<file path="src/rtl/anubis_link_ctrl.sv">
// anubis_link_ctrl: four-phase serial link front end that frames one Anubis core operation per request
module anubis_link_ctrl #(
  parameter int DATA_W = 128,
  parameter int KEY_W = 128,
  parameter int SYNC_STAGES = 2,
  parameter int TIMEOUT_CYC = 65535
) (
  input  logic              clk,
  input  logic              reset_b,
  input  logic              rxd,
  input  logic              rx_sync,
  output logic              rx_ack,
  output logic              txd,
  output logic              tx_sync,
  input  logic              tx_ack,
  output logic              core_start,
  output logic              core_encrypt,
  output logic              core_key_new,
  output logic [DATA_W-1:0] core_data,
  output logic [KEY_W-1:0]  core_key,
  input  logic              core_done,
  input  logic [DATA_W-1:0] core_result,
  output logic              busy,
  output logic              key_valid,
  output logic              frame_err
);
  localparam int MAXW = DATA_W > KEY_W ? DATA_W : KEY_W;
  localparam int CW = $clog2(MAXW + 1);
  localparam int TW = $clog2(TIMEOUT_CYC + 1);
  typedef enum logic [2:0] {IDLE, RX_HDR, RX_DATA, RX_KEY, CORE_REQ, CORE_WAIT, TX_BIT} state_t;
  state_t state, nxt;
  logic [SYNC_STAGES-1:0] rxd_q, sync_q, ack_q;
  logic [7:0] hdr;
  logic [DATA_W-1:0] data_sr, tx_sr;
  logic [KEY_W-1:0] key_sr;
  logic [CW-1:0] cnt;
  logic [TW-1:0] tmo;
  logic [1:0] tx_ph;
  logic s_rxd, s_sync, s_ack, armed, rx_st, take, done_bit, last, hdr_bad, hdr_err;
  logic tx_done, timing, progress, abort, err;
  assign s_rxd = rxd_q[SYNC_STAGES-1];
  assign s_sync = sync_q[SYNC_STAGES-1];
  assign s_ack = ack_q[SYNC_STAGES-1];
  assign rx_st = state == RX_HDR || state == RX_DATA || state == RX_KEY;
  assign take = rx_st && !rx_ack && s_sync;
  assign done_bit = rx_st && rx_ack && !s_sync;
  assign last = cnt == CW'(state == RX_HDR ? 7 : state == RX_KEY ? KEY_W - 1 : DATA_W - 1);
  assign hdr_bad = |hdr[5:0] || (hdr[6] && !key_valid);
  assign hdr_err = state == RX_HDR && done_bit && last && hdr_bad;
  assign tx_done = state == TX_BIT && tx_ph == 2'd2 && !s_ack;
  assign timing = rx_st || state == TX_BIT;
  assign progress = take || done_bit || (state == TX_BIT && (tx_ph == 2'd0 || (tx_ph == 2'd1 && s_ack) || tx_done));
  assign abort = timing && tmo == TW'(TIMEOUT_CYC);
  assign err = abort || hdr_err;
  assign core_start = state == CORE_REQ;
  assign core_key_new = core_start && !hdr[6];
  assign busy = state != IDLE;
  assign tx_sync = state == TX_BIT && tx_ph == 2'd1;
  assign txd = state == TX_BIT && tx_sr[DATA_W-1];
  // state register
  always_ff @(posedge clk or negedge reset_b)
    if (!reset_b) state <= IDLE;
    else state <= nxt;
  // next state: a timeout beats any handshake progress in the same cycle
  always_comb begin
    nxt = state;
    case (state)
      IDLE:      nxt = (s_sync && armed) ? RX_HDR : IDLE;
      RX_HDR:    nxt = (done_bit && last) ? (hdr_bad ? IDLE : RX_DATA) : RX_HDR;
      RX_DATA:   nxt = (done_bit && last) ? (hdr[6] ? CORE_REQ : RX_KEY) : RX_DATA;
      RX_KEY:    nxt = (done_bit && last) ? CORE_REQ : RX_KEY;
      CORE_REQ:  nxt = CORE_WAIT;
      CORE_WAIT: nxt = core_done ? TX_BIT : CORE_WAIT;
      TX_BIT:    nxt = (tx_done && last) ? IDLE : TX_BIT;
      default:   nxt = IDLE;
    endcase
    if (abort) nxt = IDLE;
  end
  // synchronisers, handshake, shift registers, timeout and core-side registers
  always_ff @(posedge clk or negedge reset_b)
    if (!reset_b) begin
      rxd_q <= '0;
      sync_q <= '0;
      ack_q <= '0;
      armed <= 1'b1;
      rx_ack <= 1'b0;
      frame_err <= 1'b0;
      hdr <= '0;
      data_sr <= '0;
      key_sr <= '0;
      tx_sr <= '0;
      tx_ph <= '0;
      cnt <= '0;
      tmo <= '0;
      core_data <= '0;
      core_key <= '0;
      core_encrypt <= 1'b0;
      key_valid <= 1'b0;
    end else begin
      rxd_q <= {rxd_q[SYNC_STAGES-2:0], rxd};
      sync_q <= {sync_q[SYNC_STAGES-2:0], rx_sync};
      ack_q <= {ack_q[SYNC_STAGES-2:0], tx_ack};
      armed <= !s_sync || (armed && !err);
      rx_ack <= take || (rx_ack && !done_bit && !abort);
      frame_err <= err;
      tmo <= (!timing || progress || nxt != state) ? '0 : tmo + 1'b1;
      cnt <= nxt != state ? '0 : (done_bit || tx_done) ? cnt + 1'b1 : cnt;
      if (take && state == RX_HDR) hdr <= {hdr[6:0], s_rxd};
      if (take && state == RX_DATA) data_sr <= {data_sr[DATA_W-2:0], s_rxd};
      if (take && state == RX_KEY) key_sr <= {key_sr[KEY_W-2:0], s_rxd};
      if (nxt == CORE_REQ && state != CORE_REQ) begin
        core_data <= data_sr;
        core_encrypt <= hdr[7];
        if (!hdr[6]) begin
          core_key <= key_sr;
          key_valid <= 1'b1;
        end
      end
      if (state == CORE_WAIT && core_done) begin
        tx_sr <= core_result;
        tx_ph <= 2'd0;
      end else if (state == TX_BIT) begin
        tx_ph <= tx_ph == 2'd0 ? 2'd1 : (tx_ph == 2'd1 && s_ack) ? 2'd2 : tx_done ? 2'd0 : tx_ph;
        if (tx_done) tx_sr <= {tx_sr[DATA_W-2:0], 1'b0};
      end
    end
endmodule
</file>
<file path="config.mk">
export PLATFORM = sky130hd
export DESIGN_NAME = anubis_link_ctrl
export DESIGN_NICKNAME = d
export VERILOG_FILES = /design/src/rtl/anubis_link_ctrl.sv
export SDC_FILE = /design/constraint.sdc
export NUM_CORES = 1
export LEC_CHECK = 0
export BUFFER_PORTS_ARGS = -buffer_cell sky130_fd_sc_hd__buf_2
export CORE_ASPECT_RATIO = 0.6
export CORE_MARGIN = 2
export CORE_UTILIZATION = 52
export DETAILED_ROUTE_END_ITERATION = 7
export GPL_TIMING_DRIVEN = 0
export PLACE_DENSITY = 0.77
export SYNTH_ARGS = -nofsm -noshare
export SYNTH_HDL_FRONTEND = slang
export SYNTH_SLANG_ARGS = --single-unit
</file>
<file path="constraint.sdc">
create_clock -name clk -period 2.5 [get_ports clk]
set_input_delay 0.25 -clock clk [delete_from_list [all_inputs] [get_ports clk]]
set_output_delay 0.25 -clock clk [all_outputs]
set_load 0.005 [all_outputs]
</file>
==> results of run 1 <==
metal layers:
layer / track usage, % / wire length (µm)
met1: 31.0 / 27200
met2: 36.8 / 29600
met3: 4.98 / 3710
met4: 6.31 / 1730
met5: 0 / 0
registers in the layout (all words and copies together), names as in the netlist:
signal	flops
state	3
core_data	128
core_encrypt	1
core_key	128
tx_sr	128
sync_q	2
frame_err	1
key_valid	1
key_sr	128
armed	1
rxd_q	2
ack_q	2
hdr	8
tmo	16
data_sr	128
rx_ack	1
cnt	8
tx_ph	2
cells in the mapped netlist, types with 2 or more instances:
library cell | count | area (µm²)
mux2_1 | 9 | 101
nand3_1 | 9 | 45.0
nor3_1 | 4 | 20.0
nor2_1 | 42 | 158
nor2b_1 | 5 | 31.3
nand3b_1 | 2 | 15.0
a21o_1 | 3 | 22.5
o31ai_1 | 2 | 15.0
nand2b_1 | 7 | 43.8
o211ai_1 | 2 | 15.0
mux2_4 | 111 | 1670
buf_6 | 3 | 33.8
or2_2 | 2 | 12.5
inv_1 | 6 | 22.5
and2_1 | 2 | 12.5
ha_1 | 2 | 25.0
or4_1 | 2 | 15.0
or3_1 | 2 | 12.5
mux2_2 | 402 | 4530
mux2i_1 | 130 | 1300
buf_2 | 18 | 90.1
o21ai_0 | 136 | 681
nor4_1 | 2 | 12.5
clkbuf_1 | 62 | 233
nand4_1 | 6 | 37.5
xor2_1 | 12 | 105
buf_8 | 10 | 150
dfrtp_1 | 687 | 17200
a21oi_1 | 3 | 15.0
o22ai_1 | 3 | 18.8
buf_1 | 10 | 37.5
xnor2_1 | 8 | 70.1
and3_1 | 3 | 18.8
nand2_1 | 145 | 544
and4_1 | 3 | 26.3
cell usage in the layout, fill, tap and decap left out, types with 3 or more instances in the layout:
cell / netlist / final
dfrtp_1: 687 / 687
mux2_4: 111 / 120
nand2_1: 145 / 145
buf_2: 18 / 405
mux2i_1: 130 / 130
buf_8: 10 / 10
a21o_1: 3 / 3
inv_1: 6 / 6
o21ai_0: 136 / 136
and3_1: 3 / 3
clkinv_2: 0 / 13
dlygate4sd3_1: 0 / 132
buf_6: 3 / 12
mux2_2: 402 / 402
xor2_1: 12 / 12
nand4_1: 6 / 6
inv_6: 0 / 3
nor3_1: 4 / 3
nand3_1: 9 / 9
buf_4: 1 / 19
clkbuf_1: 62 / 32
nor2_1: 42 / 37
nor2b_1: 5 / 5
clkbuf_4: 0 / 7
nor2_4: 0 / 3
buf_16: 0 / 5
bufinv_16: 0 / 8
xnor2_1: 8 / 8
clkbuf_8: 0 / 10
clkbuf_16: 0 / 64
buf_12: 0 / 6
a21oi_1: 3 / 3
nand2b_1: 7 / 7
clkbuf_2: 0 / 38
stage by stage:
| stage | instance area (µm²) | utilization, % | std cells | hold slack (ns) | setup TNS, ns |
|---|---|---|---|---|---|
| after global routing | 34500 | 65.8 | 3235 | 0.252 | -23.62 |
| final | 34500 | 65.8 | 3235 | 0.232 | -13.90 |
| after CTS | 34200 | 65.3 | 3224 | 0.195 | -15.61 |
| after detailed placement | 30500 | 58.3 | 2976 | 0.336 | -306.43 |
| after global placement | 30400 | 58.0 | 2971 | 0.338 | -8759.25 |
| after floorplan | 27500 | - | 1870 | -0.0456 | 0 |
critical path, delay by kind of cell (launching register included):
kind / cells / cell delay, ns
compound gates: 3 / 0.53
simple gates: 1 / 0.55
mux: 2 / 0.64
flops: 1 / 0.39
buf+inv: 2 / 0.40
where the power goes:
group | total (mW) | internal (mW) | leakage [nW] | switching (mW)
clock | 9.62 | 5.57 | 1.01 | 4.06
sequential | 11.5 | 11.3 | 8.88 | 0.151
combinational | 0.919 | 0.454 | 7.31 | 0.465
area by class of cell:
type,count,area share (%)
antenna,2,0.0145
clock inverter,24,0.962
tap,703,2.55
sequential,688,49.9
timing repair buffer,553,10.6
clock buffer,84,4.94
buffer,103,2.25
inverter,6,0.0653
multi-input combinational,1072,28.7
cell families (layout without fill, tap and decap cells):
kind of cell	count (synthesis)	count (layout)	synth area share [%]
AO/OA/AOI/OAI	158	158	3.15
XOR/XNOR	20	20	0.637
adder cells (fa/ha/maj)	2	2	0.0910
buffers and inverters	110	770	2.09
flip-flops	688	688	62.6
multiplexers	652	652	27.6
other	0	2	0
AND/OR/NAND/NOR	240	240	3.80
final timing paths:
check / start / to / slack, ns
setup / recovery: cnt[6] / core_data[78] / -0.14
hold / removal: reset_b / tx_sr[42] / 0.23
setup reg to reg: cnt[6] / core_data[78] / -0.14
hold reg to reg: ack_q[0] / ack_q[1] / 0.35
max in group asynchronous: reset_b / key_sr[72] / 0.38
min in group clk: core_done / tx_sr[0] / 0.29
what timing repair did:
action                                  CTS  global route
setup buffers                             9             7
endpoints found under the setup margin  645           746
hold endpoints to repair                230             0
pin swaps                                 4             5
gates resized for setup                  78            82
hold buffers                            132             0
cloned                                    0             2
==> out/qor.yml, run 1 <==
clock_network:
  worstSkewPairLatency_ns: 0.59
  cts.path.max_buffers: 3
  htree_levels: 2
  cts.sinks: 688
  root_buffer: "clkbuf_16"
  cts_tree: "built"
  path_clk_slew_ns: 0.07
  cts_buffers: 60
synthesis:
  synth_area_um2: 27500
  synth_edf_count: 0
  postSynthAreaPerCell_um2: 14.7
  ys_seq_area_share_pct: 62.6
  async_reset_ff_share_pct: 100
  ys.flop_type: "dfrtp_1"
  ys_types: 50
  ys_seq_elements: 688
  synth_cells: 1870
  postSynthNetCount: 2006
  ys_warn_count: 0
route:
  ant_nets: 0
  wl_um: 62200
  wl_per_cell_um: 19.2
  vias: 17100
  first_pass_iters: 5
  drt_iter0_drc: 1228
  vias_per_cell: 5.30
  route.detailed.drc: 0
placement:
  dp_hpwl_um: 40200
  dp_worst_setup_slack_ns: -1.11
  gp_congestion: 0.894
  io_buffer_count: 398
timing:
  finalHoldViolations: 0
  fin_crit_ns: 2.64
  drv_slew: 0
  rsz0062_at_grt: "true"
  period_share_pct: 105
  finalSetupViolCount: 129
  worst_pin_slew_ns: 0.616
  worst_slack_ns: -0.136
  relSlewSlack_pct: 58.9
  fin_skew_ns: 0.0167
  clock.fmax_ghz: 0.379
critical_path:
  worstSetupPathType: "flip-flop to flip-flop"
  slowest_delay_ns: 0.55
  reg2reg_depth: 8
  crit_required_ns: 2.97
  cp_slowest_cell: "or4_4"
  crit_top_cell: "mux2_4"
  cp_data_arrival_time_ns: 3.11
  cp_max_fo: 10
  path_cells: "or4_4 -> mux2_4 -> o31ai_4 -> a31oi_2 -> o211ai_4 -> buf_12 -> buf_8 -> mux2_4"
  end_kind: "flip-flop"
  start_kind: "flip-flop"
global_route:
  antenna_found_initial: 2
  grt_usage_pct: 22.7
  grt_overflow_total: 0
  grt_max_degree: 130
  grt_pass1_wl_um: 99900
  grt_pass1_vias: 18300
final_layout:
  fillers: 3564
  nets: 2620
  area_growth_pct: 25.4
  layout-drive-gt1-share_pct: 45.3
  seq_area_um2: 17200
  multiInputGateArea_um2: 9890
floorplan:
  ios: 399
  die_y_um: 182
  start_util_pct: 52.5
  rows: 65
  core-area_um2: 52400
  die_w_um: 301
  die-area_um2: 54800
flow_run:
  cap_violations: 0
power:
  p_total_mw: 22.0
  leakage_nw: 17.2
  irDropWorstVdd_v: 0.000570
  power.density_nw_per_um2: 638
run_status:
  outcome: "finished with violations"
  violations: "negative setup slack"
hold_path:
  hold_class: "input port to async pin"
Power figures use the tool's default switching activity.
==> run 2, diff against run 1 <==
--- a/config.mk
+++ b/config.mk
@@ -8,10 +8,10 @@
 export BUFFER_PORTS_ARGS = -buffer_cell sky130_fd_sc_hd__buf_2
 export CORE_ASPECT_RATIO = 0.6
 export CORE_MARGIN = 2
-export CORE_UTILIZATION = 52
+export CORE_UTILIZATION = 48
 export DETAILED_ROUTE_END_ITERATION = 7
 export GPL_TIMING_DRIVEN = 0
-export PLACE_DENSITY = 0.77
+export PLACE_DENSITY = 0.72
 export SYNTH_ARGS = -nofsm -noshare
 export SYNTH_HDL_FRONTEND = slang
 export SYNTH_SLANG_ARGS = --single-unit
==> run 2 against run 1 <==
  * The run still ends with negative setup slack left
  * Sequential cell count did not move
  * Register-to-register slack got worse by 0.05 ns
  * First-iteration DRC count fell by 11%
  * Final cell count rose by 1.8%
==> out/qor.yml, run 2 (synthesized netlist as in run 1, its figures left out) <==
timing:
  drv_slew: 0  # unchanged
  worst_slack_ns: -0.190  # -0.0538 ns
  relSlewSlack_pct: 54.2  # -4.7 points
  worst_pin_slew_ns: 0.687  # +0.0707 ns
  finalSetupViolCount: 129  # unchanged
  tns_ns: -19.67  # -5.77 ns
  period_share_pct: 108  # +2.2 points
  rsz0062_at_grt: "true"
  fin_skew_ns: 0.0153  # -0.00134 ns
  holdWs_ns: 0.173  # -0.0590 ns
  fin_crit_ns: 2.69  # +0.0538 ns
  finalHoldViolations: 0  # unchanged
  clock.fmax_ghz: 0.372  # -2.0%
power:
  intPower_mw: 17.1  # -1.3%
  leakage_nw: 17.2  # about the same
  p_total_mw: 21.8  # -0.77%
  power.density_nw_per_um2: 632  # -0.96%
  clockPowerShare_pct: 43.4  # -0.4 points
  switching_share_pct: 21.6  # +0.39 points
  irDropWorstVdd_v: 0.000491  # -14%
  power.share.combinational_pct: 4.2  # about the same
  switchingPower_mw: 4.72  # +1.1%
  power_frac_seq_pct: 52.4  # +0.3 points
critical_path:
  reg2reg_depth: 9  # +1
  crit_top_cell: "mux2_4"
  path_buf_inv: 3  # +1
  cp_max_fo: 10  # unchanged
  cp_data_arrival_time_ns: 3.19  # +0.08 ns
  end_kind: "flip-flop"
  slowest_delay_ns: 0.40  # -0.15 ns
  crit_required_ns: 3.00  # +0.03 ns
  start_kind: "flip-flop"
  cp.depth: 9  # +1
  path_cells: "buf_6 -> or3b_4 -> mux2_4 -> o31ai_4 -> a31oi_2 -> o211ai_4 -> buf_12 -> buf_8 -> mux2_4"
  crit_family: "multiplexers"
  cp_slowest_cell: "or3b_4"
  worstSetupPathType: "flip-flop to flip-flop"
global_route:
  antenna_found_initial: 2  # unchanged
  grt_pass1_wl_um: 99300  # -0.60%
  grt_max_degree: 130  # unchanged
  grt_usage_pct: 20.7  # -1.9 points
  grt_pass1_vias: 18100  # -1.5%
  grt_overflow_total: 0  # unchanged
route:
  wl_per_cell_um: 18.6  # -3.0%
  drt_iter0_drc: 1093  # -11%
  wl_um: 61400  # -1.3%
  first_pass_iters: 5  # unchanged
  route.detailed.drc: 0  # unchanged
  vias_per_cell: 5.15  # -2.8%
  ant_nets: 0  # unchanged
  vias: 17000  # -1.0%
clock_network:
  cts.sinks: 688  # unchanged
  cts_tree: "built"
  worstSkewPairLatency_ns: 0.63  # +0.04 ns
  htree_levels: 2  # unchanged
  root_buffer: "clkbuf_16"
  cts.path.max_buffers: 3  # unchanged
  path_clk_slew_ns: 0.07  # about the same
  cts_buffers: 59  # -1.7%
floorplan:
  core-area_um2: 56300  # +7.4%
  start_util_pct: 48.9  # -3.6 points
  die_w_um: 313  # +4.0%
  ios: 399  # unchanged
  rows: 67  # +3.1%
  die-area_um2: 59300  # +8.2%
  die_y_um: 189  # +4.0%
final_layout:
  nets: 2621  # +0.038%
  layout-drive-gt1-share_pct: 45.1  # -0.25 points
  area_growth_pct: 25.6
  final_cell_mix: "687 x dfrtp_1, 404 x buf_2, 402 x mux2_2"
  final_common_cell: "dfrtp_1"
  fillers: 4213  # +18%
flow_run:
  cap_violations: 0  # unchanged
placement:
  dp_hpwl_um: 40300  # +0.26%
  dp_worst_setup_slack_ns: -1.09  # +0.0174 ns
  gp_congestion: 0.889  # -0.57%
  io_buffer_count: 398  # unchanged
run_status:
  outcome: "finished with violations"
  violations: "negative setup slack"
hold_path:
  hold_class: "input port to async pin"
-- run 2: metrics by stage --
stage	area (µm²)	utilization [%]	std cells
global placement	30500	54.2	3027
floorplan	27500	-	1870
global route	34500	61.4	3294
detailed placement	30600	54.5	3033
finish	34500	61.4	3294
CTS	34300	61.0	3288
-- run 2: what timing repair did --
action,4_1_cts,5_1_grt
endpoints found under the setup margin,644,643
pin swaps,2,2
cloned,2,1
buffers inserted,13,3
hold buffers,132,0
gates resized for setup,74,94
endpoints found under the hold margin,199,0
-- run 2: worst paths after layout --
kind                       slack (ns)  startpoint            end
min in group clk                 0.24   core_done       tx_sr[0]
min                              0.17     reset_b      tx_sr[69]
max in group asynchronous        0.51     reset_b     key_sr[25]
max                             -0.19    state[0]  core_data[36]
max reg2reg                     -0.19    state[0]  core_data[36]
min reg2reg                      0.35    ack_q[0]       ack_q[1]
-- run 2: area by class of cell --
type                    instances  area (µm²)  share of cell area, %
diodes                          2        5.00                 0.0145
plain buffers                 103         810                   2.34
clock buffers                  89        1710                   4.95
clock inverters                20         280                  0.811
inverters                       6        22.5                 0.0652
multi-input cells            1072        9840                   28.5
flip-flops and latches        688       17200                   49.8
well taps                     759         950                   2.75
repair buffers                555        3710                   10.7
-- run 2: worst register-to-register path, cell delays in order, from the launching register on --
cell	delay (ns)
dfrtp_1	0.37
buf_6	0.12
or3b_4	0.40
mux2_4	0.35
o31ai_4	0.24
a31oi_2	0.17
o211ai_4	0.18
buf_12	0.24
buf_8	0.20
mux2_4	0.31
-- run 2: power groups by stage --
stage               registers, mW  clock network [mW]  logic [mW]
global route                 11.5                10.2        1.02
finish                       11.4                9.46       0.919
global placement             11.7                   0       0.643
CTS                          11.4                9.69       0.923
floorplan                    11.6                   0       0.289
detailed placement           11.7                   0       0.716
-- run 2: metal layers --
| metal | global-route usage [%] | part of all wire [%] | vias to the layer above |
|---|---|---|---|
| met4 | 5.43 | 2.1 | 0 |
| met3 | 5.31 | 6.2 | 104 |
| met5 | 0 | 0 | - |
| met2 | 32.6 | 46 | 416 |
| li1 | - | - | 7791 |
| met1 | 28.9 | 45 | 8645 |
==> run 3, diff against run 2 <==
--- a/config.mk
+++ b/config.mk
@@ -5,13 +5,14 @@
 export SDC_FILE = /design/constraint.sdc
 export NUM_CORES = 1
 export LEC_CHECK = 0
+export ABC_AREA = 1
 export BUFFER_PORTS_ARGS = -buffer_cell sky130_fd_sc_hd__buf_2
+export CAP_MARGIN = 20
 export CORE_ASPECT_RATIO = 0.6
 export CORE_MARGIN = 2
-export CORE_UTILIZATION = 48
+export CORE_UTILIZATION = 38
 export DETAILED_ROUTE_END_ITERATION = 7
 export GPL_TIMING_DRIVEN = 0
-export PLACE_DENSITY = 0.72
 export SYNTH_ARGS = -nofsm -noshare
 export SYNTH_HDL_FRONTEND = slang
 export SYNTH_SLANG_ARGS = --single-unit
==> run 3 against run 2 <==
  * Highest routed layer unchanged
  * Via count up 23%
  * First-iteration DRC count up 23%
  * The run now ends clean
  * Cell area up 1.3%
  * Critical endpoint is now core_key[29]
  * Worst hold slack better by 0.029 ns
  * Die area up 23%
  * Routed wire length up 17%
  * Largest power group unchanged
==> out/qor.yml, run 3 <==
global_route:
  grt_pass1_wl_um: 113000  # +14%
  grt_max_degree: 121  # -6.9%
  grt_pass1_vias: 20600  # +14%
  antenna_found_initial: 2  # unchanged
  grt_overflow_total: 0  # unchanged
  grt_usage_pct: 19.2  # -1.5 points
synthesis:
  postSynthNetCount: 2786  # +39%
  synthTopCellsByArea: "dfrtp_1 64%, nand2_1 8.2%, mux2_2 5.2%"
  ys_seq_elements: 688  # unchanged
  ys.flop_type: "dfrtp_1"
  ys_types: 32  # -36%
  synth_cells: 2650  # +42%
  synth.largest_area_cell: "dfrtp_1"
  synth.top_cell.area_share_pct: 63.9  # +1.4 points
  yosysMostFrequentCell: "dfrtp_1"
  postSynthAreaPerCell_um2: 10.1  # -31%
  async_reset_ff_share_pct: 100  # unchanged
  synth_area_um2: 26900  # -2.2%
  ys_seq_area_share_pct: 64.0  # +1.4 points
  synth_common_cells: "687 x dfrtp_1, 590 x nand2_1, 174 x inv_1"
  synth_edf_count: 0  # unchanged
  ys_warn_count: 0  # unchanged
power:
  irDropWorstVdd_v: 0.000500  # +1.8%
  leakage_nw: 17.9  # +4.3%
  p_total_mw: 23.6  # +8.3%
  power.density_nw_per_um2: 676  # +6.9%
route:
  first_pass_iters: 7  # +2
  vias_per_cell: 4.88  # -5.3%
  drt_iter0_drc: 1348  # +23%
  wl_um: 72000  # +17%
  wl_per_cell_um: 16.9  # -9.5%
  route.detailed.drc: 0  # unchanged
  vias: 20800  # +23%
  ant_nets: 0  # unchanged
floorplan:
  ios: 399  # unchanged
  rows: 75  # +12%
  core-area_um2: 69900  # +24%
  die_w_um: 347  # +11%
  die-area_um2: 73000  # +23%
  start_util_pct: 38.5  # -10 points
  die_y_um: 210  # +11%
timing:
  fin_crit_ns: 2.44  # -0.246 ns
  rsz0062_at_grt: "true"
  fin_skew_ns: 0.0201  # +0.00478 ns
  worst_slack_ns: 0.0564  # +0.246 ns
  period_share_pct: 97.7  # -9.9 points
  worst_pin_slew_ns: 0.883  # +0.197 ns
  finalHoldViolations: 0  # unchanged
  clock.fmax_ghz: 0.409  # +10%
  drv_slew: 0  # unchanged
  relSlewSlack_pct: 41.1  # -13 points
  finalSetupViolCount: 0  # -100%
placement:
  dp_worst_setup_slack_ns: -0.390  # +0.701 ns
  gp_congestion: 0.801  # -9.9%
  dp_hpwl_um: 47500  # +18%
  dp.cells: 3978  # +31%
  dpl-instance-area_um2: 30200  # -1.4%
  io_buffer_count: 398  # unchanged
clock_network:
  cts_buffers: 68  # +15%
  cts.path.max_buffers: 3  # unchanged
  cts.sinks: 688  # unchanged
  cts_tree: "built"
  root_buffer: "clkbuf_16"
  worstSkewPairLatency_ns: 0.60  # -0.03 ns
  path_clk_slew_ns: 0.07  # about the same
  htree_levels: 3  # +1
critical_path:
  slowest_delay_ns: 0.38  # -0.02 ns
  worstSetupPathType: "flip-flop to flip-flop"
  cp_data_arrival_time_ns: 2.93  # -0.26 ns
  start_kind: "flip-flop"
  end_kind: "flip-flop"
  cp_slowest_cell: "dfrtp_1"
  path_cells: "ha_2 -> nand2_2 -> nor2_4 -> inv_2 -> a21oi_2 -> nand3_2 -> inv_2 -> nand3_1 -> nand4_1 -> nand2_2 -> nor2_4 -> buf_12 -> nand2_8 -> clkbuf_16 -> clkbuf_16 -> nand2_1 -> nand2_1"
  cp_max_fo: 6  # -4
  crit_required_ns: 2.98  # -0.02 ns
final_layout:
  post-route-util_pct: 50.0  # -11 points
  fin_cells: 4269  # +30%
  seq_area_um2: 17200  # about the same
  area_growth_pct: 30.1
  final_cell_mix: "686 x dfrtp_1, 579 x nand2_1, 405 x buf_2"
  final_cell_area_um2: 35000  # +1.3%
  nets: 3433  # +31%
  layout-drive-gt1-share_pct: 23.9  # -21 points
  antenna_cells: 0  # -2
  multiInputGateArea_um2: 8330  # -15%
  final_common_cell: "dfrtp_1"
  fillers: 6353  # +51%
flow_run:
  cap_violations: 0  # unchanged
hold_path:
  hold_class: "input port to async pin"
run_status:
  outcome: "finished clean"
run 3: changes by cell type after synthesis, sizes merged, moves of 10 or more:
cell,previous run,this run
inv,6,182
nand3,9,144
o21ai,136,281
nor3,4,126
clkbuf,62,93
a21oi,3,13
mux2i,130,1
nand2,145,590
mux2,522,125
nor2,42,174
o22ai,3,122
buf,42,75
run 3: area by class of cell:
class	instances	area share, %
flip-flops and latches	688	49.2
multi-input cells	1611	23.8
repair buffers	578	12.0
clock buffers	97	5.58
plain buffers	167	3.35
well taps	924	3.30
inverters	183	2.01
clock inverters	21	0.733
run 3: routing by layer:
layer	GRT usage, %	vias to the layer above	wire [µm]
li1	-	10100	-
met1	29.2	10200	36400
met2	27.7	447	30400
met3	3.74	121	3290
met4	5.62	0	1770
met5	0	-	0
run 3: power breakdown:
group | internal (mW) | switching (mW)
Sequential | 11.4 | 0.155
Combinational | 0.662 | 1.17
Clock | 5.88 | 4.41
run 3: path summary, 6_finish.rpt:
path                           from             to  slack, ns  cells past startpoint
setup / recovery             cnt[0]   core_key[29]       0.06                     17
hold / removal              reset_b  core_data[86]       0.20                      2
setup reg to reg             cnt[0]   core_key[29]       0.06                     17
hold reg to reg            rxd_q[0]       rxd_q[1]       0.35                      0
max in group asynchronous   reset_b  core_key[124]       0.46                      5
min in group clk            rx_sync      sync_q[0]       0.33                      2
run 3: worst max-delay path: cells and delay by family (launching register included):
family	cells	cell delay, ns
and+or+nand+nor	10	0.93
buffers and inverters	5	0.68
DFF	1	0.38
AOI/OAI and AO/OA	1	0.13
adders and majority gates	1	0.20
run 3: per-stage QoR:
| stage | hold WS, ns | setup TNS [ns] |
|---|---|---|
| after floorplan | -0.0456 | 0 |
| after global placement | 0.333 | -9479.22 |
| after detailed placement | 0.259 | -113.00 |
| after CTS | 0.185 | 0 |
| after global routing | 0.225 | -12.86 |
| final | 0.203 | 0 |
run 3: logic make-up after synthesis:
logic type | after synthesis | share of synthesized area (%)
AOI/OAI and AO/OA | 422 | 8.48
xor gates and xnor gates | 17 | 0.554
DFF | 688 | 64.0
adders and majority gates | 2 | 0.0931
buffers and inverters | 351 | 5.46
and+or+nand+nor | 1044 | 16.1
muxes | 126 | 5.27
run 3: what timing repair did:
item                                    4_1_cts  5_1_grt
hold buffers                                132        0
endpoints found under the setup margin      487      469
pin swaps                                     5       15
setup buffers                                 5       15
endpoints found under the hold margin       198        0
gates resized for setup                      63      127
gates cloned                                  1       21
